$ cat config.mk
export PLATFORM = sky130hd
export DESIGN_NAME = soc_bus_fabric_flat
export DESIGN_NICKNAME = d
export VERILOG_FILES = /design/src/rtl/soc_bus_fabric_if.sv /design/src/rtl/soc_bus_fabric.sv /design/src/flat_wrapper.sv
export SDC_FILE = /design/constraint.sdc
export NUM_CORES = 1
export LEC_CHECK = 0
export ABC_AREA = 1
export CAP_MARGIN = 20
export CORE_AREA = 2 2 135 137
export CTS_CLUSTER_DIAMETER = 60
export DETAILED_ROUTE_END_ITERATION = 8
export DIE_AREA = 0 0 137 139
export PLACE_DENSITY_LB_ADDON = 0.08
export SLEW_MARGIN = 15
export SYNTH_ARGS = -nofsm -noshare
export SYNTH_HDL_FRONTEND = slang
export SYNTH_SLANG_ARGS = --single-unit
export TNS_END_PERCENT = 10
$ cat constraint.sdc
create_clock -name clk -period 10.6 [get_ports clk]
set_input_delay 2.65 -clock clk [delete_from_list [all_inputs] [get_ports clk]]
set_output_delay 2.65 -clock clk [all_outputs]
set_load 0.05 [all_outputs]
$ cat src/rtl/soc_bus_fabric_if.sv
// CPU-side and peripheral-side signals of the SoC bus fabric, bundled.
// Modport slave is the fabric's view (it serves the CPU and drives the peripherals).
// Modport master is the environment's view (the CPU and peripherals driving the fabric).
interface soc_bus_fabric_if #(
  parameter int NUM_SLAVES = 4
);
  logic [31:0]              mem_addr;
  logic [31:0]              mem_wdata;
  logic [3:0]               mem_wmask;
  logic                     mem_rstrb;
  logic [31:0]              mem_rdata;
  logic                     mem_rbusy;
  logic                     mem_wbusy;
  logic [31:0]              s_addr;
  logic [31:0]              s_wdata;
  logic [3:0]               s_wstrb;
  logic [NUM_SLAVES-1:0]    s_ren;
  logic [NUM_SLAVES-1:0]    s_wen;
  logic [32*NUM_SLAVES-1:0] s_rdata;
  logic [NUM_SLAVES-1:0]    s_rvalid;
  logic [NUM_SLAVES-1:0]    s_wready;
  logic                     err_clr;
  logic                     bus_err;
  logic [31:0]              err_addr;

  modport slave (
    input  mem_addr, mem_wdata, mem_wmask, mem_rstrb,
    output mem_rdata, mem_rbusy, mem_wbusy,
    output s_addr, s_wdata, s_wstrb, s_ren, s_wen,
    input  s_rdata, s_rvalid, s_wready,
    input  err_clr,
    output bus_err, err_addr
  );

  modport master (
    output mem_addr, mem_wdata, mem_wmask, mem_rstrb,
    input  mem_rdata, mem_rbusy, mem_wbusy,
    input  s_addr, s_wdata, s_wstrb, s_ren, s_wen,
    output s_rdata, s_rvalid, s_wready,
    output err_clr,
    input  bus_err, err_addr
  );
endinterface

$ cat src/rtl/soc_bus_fabric.sv
// CPU-to-peripheral interconnect: base/mask address decode, registered local-bus request, error termination.
// Latency: request registered on the strobe edge; 0-wait read returns data 2 cycles after rstrb.
// Backpressure: CPU is held off through mem_rbusy/mem_wbusy until rvalid/wready, a timeout or a decode miss.
module soc_bus_fabric #(
  parameter int                       NUM_SLAVES = 4,
  parameter logic [32*NUM_SLAVES-1:0] SLAVE_BASE = {NUM_SLAVES{32'h0}},
  parameter logic [32*NUM_SLAVES-1:0] SLAVE_MASK = {NUM_SLAVES{32'hF000_0000}},
  parameter int                       TIMEOUT    = 255,
  parameter int                       TO_W       = 8,
  parameter logic [31:0]              ERR_DATA   = 32'hDEAD_BEEF
) (
  input  logic              clk,
  input  logic              rst,
  soc_bus_fabric_if.slave   bus
);

  localparam int IDX_W = (NUM_SLAVES > 1) ? $clog2(NUM_SLAVES) : 1;
  // The wait ends in error once the counter would reach TIMEOUT, so at most TIMEOUT wait cycles.
  localparam logic [TO_W-1:0] TO_LAST = TO_W'(TIMEOUT - 1);

  typedef enum logic [1:0] {IDLE, RD_WAIT, WR_WAIT, ERR} state_t;

  state_t           state;
  state_t           state_nxt;
  logic             hit_any;
  logic [IDX_W-1:0] hit_idx;
  logic [31:0]      hit_mask;
  logic [IDX_W-1:0] req_idx;
  logic [31:0]      req_addr;
  logic             req_wr;
  logic [TO_W-1:0]  cnt;
  logic             rsp_rvalid;
  logic             rsp_wready;
  logic [31:0]      rsp_rdata;
  logic             wr_req;
  logic             accept;

  assign wr_req     = |bus.mem_wmask;
  assign accept     = (state == IDLE) && (wr_req || bus.mem_rstrb);
  assign rsp_rvalid = bus.s_rvalid[req_idx];
  assign rsp_wready = bus.s_wready[req_idx];
  assign rsp_rdata  = bus.s_rdata[32*req_idx +: 32];

  // Address decode; scanning downwards lets the lowest-index window win on overlap.
  always_comb begin
    hit_any  = 1'b0;
    hit_idx  = '0;
    hit_mask = '0;
    for (int i = NUM_SLAVES - 1; i >= 0; i--) begin
      if ((bus.mem_addr & SLAVE_MASK[32*i +: 32]) == SLAVE_BASE[32*i +: 32]) begin
        hit_any  = 1'b1;
        hit_idx  = IDX_W'(i);
        hit_mask = SLAVE_MASK[32*i +: 32];
      end
    end
  end

  // State register.
  always_ff @(posedge clk or posedge rst) begin
    if (rst) state <= IDLE;
    else     state <= state_nxt;
  end

  // Next state and busy flags; a response beats a timeout in the same cycle.
  always_comb begin
    state_nxt     = state;
    bus.mem_rbusy = 1'b0;
    bus.mem_wbusy = 1'b0;
    case (state)
      IDLE: begin
        if (wr_req)             state_nxt = hit_any ? WR_WAIT : ERR;
        else if (bus.mem_rstrb) state_nxt = hit_any ? RD_WAIT : ERR;
      end
      RD_WAIT: begin
        bus.mem_rbusy = 1'b1;
        if (rsp_rvalid)          state_nxt = IDLE;
        else if (cnt == TO_LAST) state_nxt = ERR;
      end
      WR_WAIT: begin
        bus.mem_wbusy = 1'b1;
        if (rsp_wready)          state_nxt = IDLE;
        else if (cnt == TO_LAST) state_nxt = ERR;
      end
      ERR: begin
        bus.mem_rbusy = !req_wr;
        bus.mem_wbusy = req_wr;
        state_nxt     = IDLE;
      end
      default: state_nxt = IDLE;
    endcase
  end

  // Request capture, single-cycle slave strobes and wait counter.
  always_ff @(posedge clk or posedge rst) begin
    if (rst) begin
      req_idx     <= '0;
      req_addr    <= '0;
      req_wr      <= 1'b0;
      cnt         <= '0;
      bus.s_addr  <= '0;
      bus.s_wdata <= '0;
      bus.s_wstrb <= '0;
      bus.s_ren   <= '0;
      bus.s_wen   <= '0;
    end else begin
      bus.s_ren <= '0;
      bus.s_wen <= '0;
      if (accept) begin
        req_idx     <= hit_idx;
        req_addr    <= bus.mem_addr;
        req_wr      <= wr_req;
        cnt         <= '0;
        bus.s_addr  <= bus.mem_addr & ~hit_mask;
        bus.s_wdata <= bus.mem_wdata;
        bus.s_wstrb <= bus.mem_wmask;
        if (hit_any) begin
          if (wr_req) bus.s_wen <= NUM_SLAVES'(1) << hit_idx;
          else        bus.s_ren <= NUM_SLAVES'(1) << hit_idx;
        end
      end else if (state == RD_WAIT || state == WR_WAIT) begin
        cnt <= cnt + 1'b1;
      end
    end
  end

  // Read data register: holds until the next read completes, normally or in error.
  always_ff @(posedge clk or posedge rst) begin
    if (rst) begin
      bus.mem_rdata <= '0;
    end else if (state == RD_WAIT && rsp_rvalid) begin
      bus.mem_rdata <= rsp_rdata;
    end else if (state == ERR && !req_wr) begin
      bus.mem_rdata <= ERR_DATA;
    end
  end

  // Sticky error flag; clear wins over a same-cycle set, err_addr keeps the first failing address.
  always_ff @(posedge clk or posedge rst) begin
    if (rst) begin
      bus.bus_err  <= 1'b0;
      bus.err_addr <= '0;
    end else if (bus.err_clr) begin
      bus.bus_err <= 1'b0;
    end else if (state == ERR) begin
      bus.bus_err <= 1'b1;
      if (!bus.bus_err) bus.err_addr <= req_addr;
    end
  end

endmodule
$ cat src/flat_wrapper.sv
// flat-port wrapper written by rule: the top's interface ports become plain ports
module soc_bus_fabric_flat 
#(
  parameter int                       NUM_SLAVES = 4,
  parameter logic [32*NUM_SLAVES-1:0] SLAVE_BASE = {NUM_SLAVES{32'h0}},
  parameter logic [32*NUM_SLAVES-1:0] SLAVE_MASK = {NUM_SLAVES{32'hF000_0000}},
  parameter int                       TIMEOUT    = 255,
  parameter int                       TO_W       = 8,
  parameter logic [31:0]              ERR_DATA   = 32'hDEAD_BEEF
)
  (clk, rst, bus_mem_addr, bus_mem_wdata, bus_mem_wmask, bus_mem_rstrb, bus_mem_rdata, bus_mem_rbusy, bus_mem_wbusy, bus_s_addr, bus_s_wdata, bus_s_wstrb, bus_s_ren, bus_s_wen, bus_s_rdata, bus_s_rvalid, bus_s_wready, bus_err_clr, bus_bus_err, bus_err_addr);
  soc_bus_fabric_if #(.NUM_SLAVES(NUM_SLAVES)) bus_i ();
  input  logic clk;
  input  logic rst;
  input wire logic [$bits(bus_i.mem_addr)-1:0] bus_mem_addr;
  input wire logic [$bits(bus_i.mem_wdata)-1:0] bus_mem_wdata;
  input wire logic [$bits(bus_i.mem_wmask)-1:0] bus_mem_wmask;
  input wire logic [$bits(bus_i.mem_rstrb)-1:0] bus_mem_rstrb;
  output wire logic [$bits(bus_i.mem_rdata)-1:0] bus_mem_rdata;
  output wire logic [$bits(bus_i.mem_rbusy)-1:0] bus_mem_rbusy;
  output wire logic [$bits(bus_i.mem_wbusy)-1:0] bus_mem_wbusy;
  output wire logic [$bits(bus_i.s_addr)-1:0] bus_s_addr;
  output wire logic [$bits(bus_i.s_wdata)-1:0] bus_s_wdata;
  output wire logic [$bits(bus_i.s_wstrb)-1:0] bus_s_wstrb;
  output wire logic [$bits(bus_i.s_ren)-1:0] bus_s_ren;
  output wire logic [$bits(bus_i.s_wen)-1:0] bus_s_wen;
  input wire logic [$bits(bus_i.s_rdata)-1:0] bus_s_rdata;
  input wire logic [$bits(bus_i.s_rvalid)-1:0] bus_s_rvalid;
  input wire logic [$bits(bus_i.s_wready)-1:0] bus_s_wready;
  input wire logic [$bits(bus_i.err_clr)-1:0] bus_err_clr;
  output wire logic [$bits(bus_i.bus_err)-1:0] bus_bus_err;
  output wire logic [$bits(bus_i.err_addr)-1:0] bus_err_addr;
  assign bus_i.mem_addr = bus_mem_addr;
  assign bus_i.mem_wdata = bus_mem_wdata;
  assign bus_i.mem_wmask = bus_mem_wmask;
  assign bus_i.mem_rstrb = bus_mem_rstrb;
  assign bus_mem_rdata = bus_i.mem_rdata;
  assign bus_mem_rbusy = bus_i.mem_rbusy;
  assign bus_mem_wbusy = bus_i.mem_wbusy;
  assign bus_s_addr = bus_i.s_addr;
  assign bus_s_wdata = bus_i.s_wdata;
  assign bus_s_wstrb = bus_i.s_wstrb;
  assign bus_s_ren = bus_i.s_ren;
  assign bus_s_wen = bus_i.s_wen;
  assign bus_i.s_rdata = bus_s_rdata;
  assign bus_i.s_rvalid = bus_s_rvalid;
  assign bus_i.s_wready = bus_s_wready;
  assign bus_i.err_clr = bus_err_clr;
  assign bus_bus_err = bus_i.bus_err;
  assign bus_err_addr = bus_i.err_addr;
  soc_bus_fabric #(.NUM_SLAVES(NUM_SLAVES), .SLAVE_BASE(SLAVE_BASE), .SLAVE_MASK(SLAVE_MASK), .TIMEOUT(TIMEOUT), .TO_W(TO_W), .ERR_DATA(ERR_DATA)) u_core (.clk(clk), .rst(rst), .bus(bus_i));
endmodule
==> impl_metrics.tcl, run 1 <==
set metrics [dict create \
    status "finished clean" \
    grt_pass1_vias 4746 \
    floorplan.io_pins 351 \
    yosysSeqAreaShare 0.615 \
    htree_levels 4 \
    maxSlewViolCount 0 \
    drc 0 \
    std_cell_rows 49 \
    synth-edff-count 0 \
    cts.sinks 150 \
    post_cts_buffers 0 \
    dp.cells 1047 \
    ys_ff_latch 150 \
    cts.path.max_buffers 2 \
    numCtsBuffers 17 \
    synthToLayoutAreaGrowth_pct 48.9 \
    maxSlewHeadroom 0.428 \
    synth_top_area_frac 0.615 \
    clock_latency_ns 0.41 \
    grtUsageTotal 0.163 \
    die_area_um2 19000 \
    slowest_delay_ns 0.81 \
    min_delay_path_depth 2 \
    grt_max_degree 78 \
    rrSetupSlack_ns 7.84 \
    die_y_um 139 \
    drtIter0Drc 204 \
    synth.most_common_cell "nand2_1" \
    drtPass1Iterations 4 \
    start_util 0.346 \
    finalWirelength_mm 15.3 \
    fin_worst_skew_ns 0.0101 \
    tns_ns 0 \
    rsz0062_at_grt "no" \
    worst_path_max_delay_cell "clkdlybuf4s50_1" \
    required_ns 7.95 \
    ys_warn_count 0 \
    drive_above_1_share 0.0622 \
    ctsRootBufferMaster "clkbuf_16" \
    min_path_type "flip-flop to flip-flop" \
    hpwl_mm 10.7 \
    cts_tree "yes" \
    worstSetupPathType "flip-flop to output port" \
    nFillCells 1635 \
    maxCapViolations 0 \
    synth_cell_types 25 \
    core_region_area_um2 17700 \
    cts_hold_buf 0 \
    antenna_left 0 \
    netlist_top_cells_count "nand2_1, dfrtp_1, inv_1" \
    viasPerCell 4.40 \
    ir_drop_mv 0.177 \
    path_max_fanout 11 \
    num_vias 4757 \
    portBuffers 242 \
    fin_nets 1054 \
    final_area_um2 9080 \
    r2r_start "u_core.state[1]" \
    holdCritStartpoint "u_core.bus.s_wstrb[0]" \
    hold_end "u_core.bus.s_wstrb[0]" \
    fmax_ghz 0.200 \
    fin_hold_ws_ns 0.477 \
    avgSynthCellArea_um2 9.70 \
    crit_path_end_kind "output port" \
    path_common_cell "inv_1" \
    cts-resized-gates 0 \
    crit_arrival_ns 2.34 \
    antenna_found_initial 0 \
    worst_slew_pin_slew_ns 0.855 \
    insertedDiodeCount 0 \
    place.gp.congestion 0.736 \
    wl_per_cell_um 14.2 \
    yosys-top-cells-area "dfrtp_1, nand2_1, buf_4" \
    post-place-ws_ns 5.46 \
    grt_pass1_wl_mm 24.3 \
    cp-start-kind "flip-flop" \
    finalSetupViolCount 0 \
    powerDensity_nw_per_um2 388 \
    synth_ff_type "dfrtp_1" \
    crit_chain "inv_1, ha_1, inv_1, nand2_1, clkdlybuf4s50_1" \
    synth_area_leader_cell "dfrtp_1" \
    worst_slack_ns 5.61 \
    fin_crit_ns 4.99 \
    gr-total-overflow 0 \
    r2r_cells 7 \
    die_x_um 137 \
    post-route-period-util 0.471 \
    syn-cell-area_um2 6100 \
    postSynthCellCount 629 \
    synth-async-reset-ratio 1.00 \
    clkTransAtPathRegs_ns 0.06 \
    hold_viol_final 0 \
    placed_area_um2 8460 \
    fin_cells 1081 \
    r2r-end "u_core.bus.mem_rdata[14]" \
    p_leak_nw 4.22 \
]
==> cell usage in the layout (no fill, tap or decap), drive strengths merged <==
cell type,instances
clkinv,3
inv,42
a21oi,4
nand2,244
or2,1
nand3,12
xnor2,1
mux2,12
clkdlybuf4s50,242
ha,7
a21o,1
clkbuf,20
nor3,2
o22a,24
xor2,1
o21ai,45
clkinvlp,6
buf,5
conb,6
bufinv,2
nor3b,1
nand3b,1
nor2,20
dfrtp,150
==> registers in the layout, summed over array words and instances (netlist names) <==
| name | cells |
|---|---|
| u_core.bus.s_ren | 1 |
| u_core.bus.bus_err | 1 |
| u_core.bus.s_addr | 32 |
| u_core.bus.s_wstrb | 4 |
| u_core.bus.err_addr | 32 |
| u_core.bus.s_wen | 1 |
| u_core.req_addr | 4 |
| u_core.req_wr | 1 |
| u_core.bus.mem_rdata | 32 |
| u_core.state | 2 |
| u_core.cnt | 8 |
| u_core.bus.s_wdata | 32 |
==> per-layer routing <==
layer  vias up  part of all wire  GRT usage
li1       2362                 -          -
met1      2213              0.42      0.201
met2       170              0.48      0.272
met3        12             0.088     0.0556
met4         0             0.011     0.0456
met5         -                 0          0
==> cell families (layout without fill, tap and decap cells) <==
| family | after synthesis | after routing | share of synthesized area |
|---|---|---|---|
| simple gates | 281 | 281 | 0.178 |
| flops | 150 | 150 | 0.615 |
| buf+inv | 102 | 320 | 0.0906 |
| compound gates | 74 | 74 | 0.0759 |
| mux | 12 | 12 | 0.0221 |
| fa+ha+maj | 7 | 7 | 0.0144 |
| xor+xnor | 2 | 2 | 0.00287 |
| other cells | 1 | 6 | 0.000615 |
==> critical path, delay by kind of cell (launching register included) <==
family / cells / cell delay [ns]
flip-flops: 1 / 0.41
adder cells (fa/ha/maj): 1 / 0.43
buffers and inverters: 3 / 1.01
AND/OR/NAND/NOR: 1 / 0.09
==> per-stage QoR <==
step	power [mW]	util
finish	3.52	0.514
global route	3.72	0.514
CTS	3.57	0.512
detailed placement	2.97	0.479
global placement	2.94	0.479
floorplan	2.38	-
==> final cells by class <==
| type | instances | area, um2 | area share |
|---|---|---|---|
| Tap cell | 229 | 287 | 0.0315 |
| Sequential cell | 150 | 3750 | 0.413 |
| Clock buffer | 20 | 447 | 0.0492 |
| Multi-Input combinational cell | 382 | 1820 | 0.200 |
| Timing Repair Buffer | 247 | 2490 | 0.274 |
| Inverter | 41 | 159 | 0.0175 |
| Clock inverter | 12 | 129 | 0.0142 |
==> worst max-delay path by stage <==
stage                          startpoint                       end  slack (ns)  cells past startpoint
after floorplan                       rst        u_core.bus.bus_err        3.91                      1
after detailed placement  bus_s_rvalid[0]  u_core.bus.mem_rdata[14]        5.46                      6
after global routing      u_core.state[1]             bus_mem_rbusy        5.45                      5
after global placement    bus_s_rvalid[0]   u_core.bus.mem_rdata[4]        5.48                      6
after CTS                 u_core.state[1]             bus_mem_rbusy        5.59                      5
final                     u_core.state[1]             bus_mem_rbusy        5.61                      5
==> report_power, final <==
group | switching (mW) | internal [mW]
combinational | 1.34 | 0.627
clock | 0.228 | 0.352
sequential | 0.145 | 0.835
Power figures use the tool's default switching activity.
==> run 2: changes to the inputs <==
- CORE_AREA: 2 2 135 137 -> 2 2 138 140
- DIE_AREA: 0 0 137 139 -> 0 0 140 142
- clock period: 10.6 -> 5.2 ns (I/O delays scaled with it)
==> impl_metrics.tcl, run 2 (synthesized netlist as in run 1, its figures left out) <==
set metrics [dict create \
    post-place-ws_ns 1.35 \
    path_max_fanout 11 \
    fin_hold_ws_ns 0.477 \
    wl_per_cell_um 14.2 \
    nFillCells 1724 \
    numCtsBuffers 17 \
    multi_input_area_um2 1820 \
    place.gp.congestion 0.750 \
    p_leak_nw 4.24 \
    synthToLayoutAreaGrowth_pct 49.3 \
    crit_path_end_kind "output port" \
    comb_power_share 0.550 \
    std_cell_rows 50 \
    hpwl_mm 10.7 \
    cts-resized-gates 0 \
    powerDensity_nw_per_um2 798 \
    seq_power_share 0.274 \
    cts.sinks 150 \
    final-seq-area_um2 3750 \
    grt_pass1_wl_mm 24.8 \
    drtPass1Iterations 9 \
    final_common_cell "clkdlybuf4s50_1" \
    post-route-period-util 0.693 \
    die_area_um2 19900 \
    finalSetupViolCount 0 \
    final_area_um2 9110 \
    maxSlewHeadroom 0.338 \
    start_util 0.331 \
    die_x_um 140 \
    worst_slack_ns 1.60 \
    grt_pass1_vias 4780 \
    core_region_area_um2 18500 \
    portBuffers 242 \
    finalWirelength_mm 15.4 \
    p_total_mw 7.27 \
    rsz0062_at_grt "no" \
    worstSetupPathType "flip-flop to output port" \
    worst_slew_pin_slew_ns 0.989 \
    min_path_type "flip-flop to flip-flop" \
    fin_nets 1053 \
    violations "DRC" \
    ir_drop_mv 0.315 \
    insertedDiodeCount 0 \
    p_clk_frac 0.176 \
    viasPerCell 4.41 \
    grtUsageTotal 0.158 \
    gr-total-overflow 0 \
    clock_latency_ns 0.41 \
    p_sw_mw 3.48 \
    post_cts_buffers 0 \
    cts_tree "yes" \
    die_y_um 142 \
    maxSlewViolCount 0 \
    crit_arrival_ns 2.30 \
    required_ns 3.90 \
    tns_ns 0 \
    swShare 0.479 \
    fin_crit_ns 3.60 \
    htree_levels 4 \
    fmax_ghz 0.278 \
    placed_area_um2 8480 \
    drtIter0Drc 219 \
    grt_max_degree 151 \
    cts.path.max_buffers 2 \
    final_cell_mix "clkdlybuf4s50_1, nand2_1, dfrtp_1" \
    cts_hold_buf 0 \
    drive_above_1_share 0.0623 \
    intPower_mw 3.79 \
    floorplan.io_pins 351 \
    maxCapViolations 0 \
    drc 22 \
    hold_viol_final 0 \
    status "finished, violations left" \
    clkTransAtPathRegs_ns 0.06 \
    cp-start-kind "flip-flop" \
    antenna_found_initial 0 \
    ctsRootBufferMaster "clkbuf_16" \
    num_vias 4780 \
    fin_worst_skew_ns 0.00902 \
    antenna_left 0 \
]
-- run 2: changes by cell type in the layout (fill, tap and decap cells not counted), sizes merged --
cell,before,now
buf,5,4
bufinv,2,3
clkbuf,20,22
clkinv,3,4
clkinvlp,6,2
-- run 2: final timing paths --
check                                      startpoint                       end  slack (ns)  cells after the start
worst min-delay path            u_core.bus.s_wdata[8]     u_core.bus.s_wdata[8]        0.48                      2
min in group asynchronous                         rst     u_core.bus.s_addr[14]        1.47                      3
max in group asynchronous                         rst   u_core.bus.err_addr[16]        3.13                      3
worst max register to register        u_core.state[1]  u_core.bus.mem_rdata[24]        2.48                      7
worst max-delay path                  u_core.state[1]             bus_mem_rbusy        1.60                      5
worst min register to register  u_core.bus.s_wdata[8]     u_core.bus.s_wdata[8]        0.48                      2
-- run 2: metrics by stage --
stage               instances  utilization
floorplan                 634            -
global placement         1053        0.460
detailed placement       1053        0.460
CTS                      1085        0.494
global route             1085        0.494
finish                   1085        0.494
-- run 2: cell type report --
class	instances	area share
flip-flops and latches	150	0.412
clock buffers	22	0.0531
inverters	41	0.0173
clock inverters	10	0.0157
multi-input cells	382	0.199
repair buffers	246	0.271
well taps	234	0.0321
-- run 2: critical path: stages (launching register included) --
cell	delay [ns]
dfrtp_1	0.41
inv_1	0.12
ha_1	0.41
inv_1	0.07
nand2_1	0.07
clkdlybuf4s50_1	0.82
-- run 2: power by group through the flow --
stage | clock network, mW | logic, mW | registers [mW]
final | 1.28 | 4.00 | 1.99
after global routing | 1.37 | 4.26 | 2.06
after CTS | 1.32 | 4.05 | 2.00
after detailed placement | 0 | 4.05 | 2.01
after global placement | 0 | 4.01 | 1.98
after floorplan | 0 | 1.55 | 3.30
-- run 2: metal layers --
metal  vias up  wire (um)  share of wire  track usage
met4         0        162          0.011       0.0463
met5         -          0              0            0
met3        14       1420          0.093       0.0562
met1      2235       6610           0.43        0.204
met2       173       7160           0.47        0.252
li1       2358          -              -            -
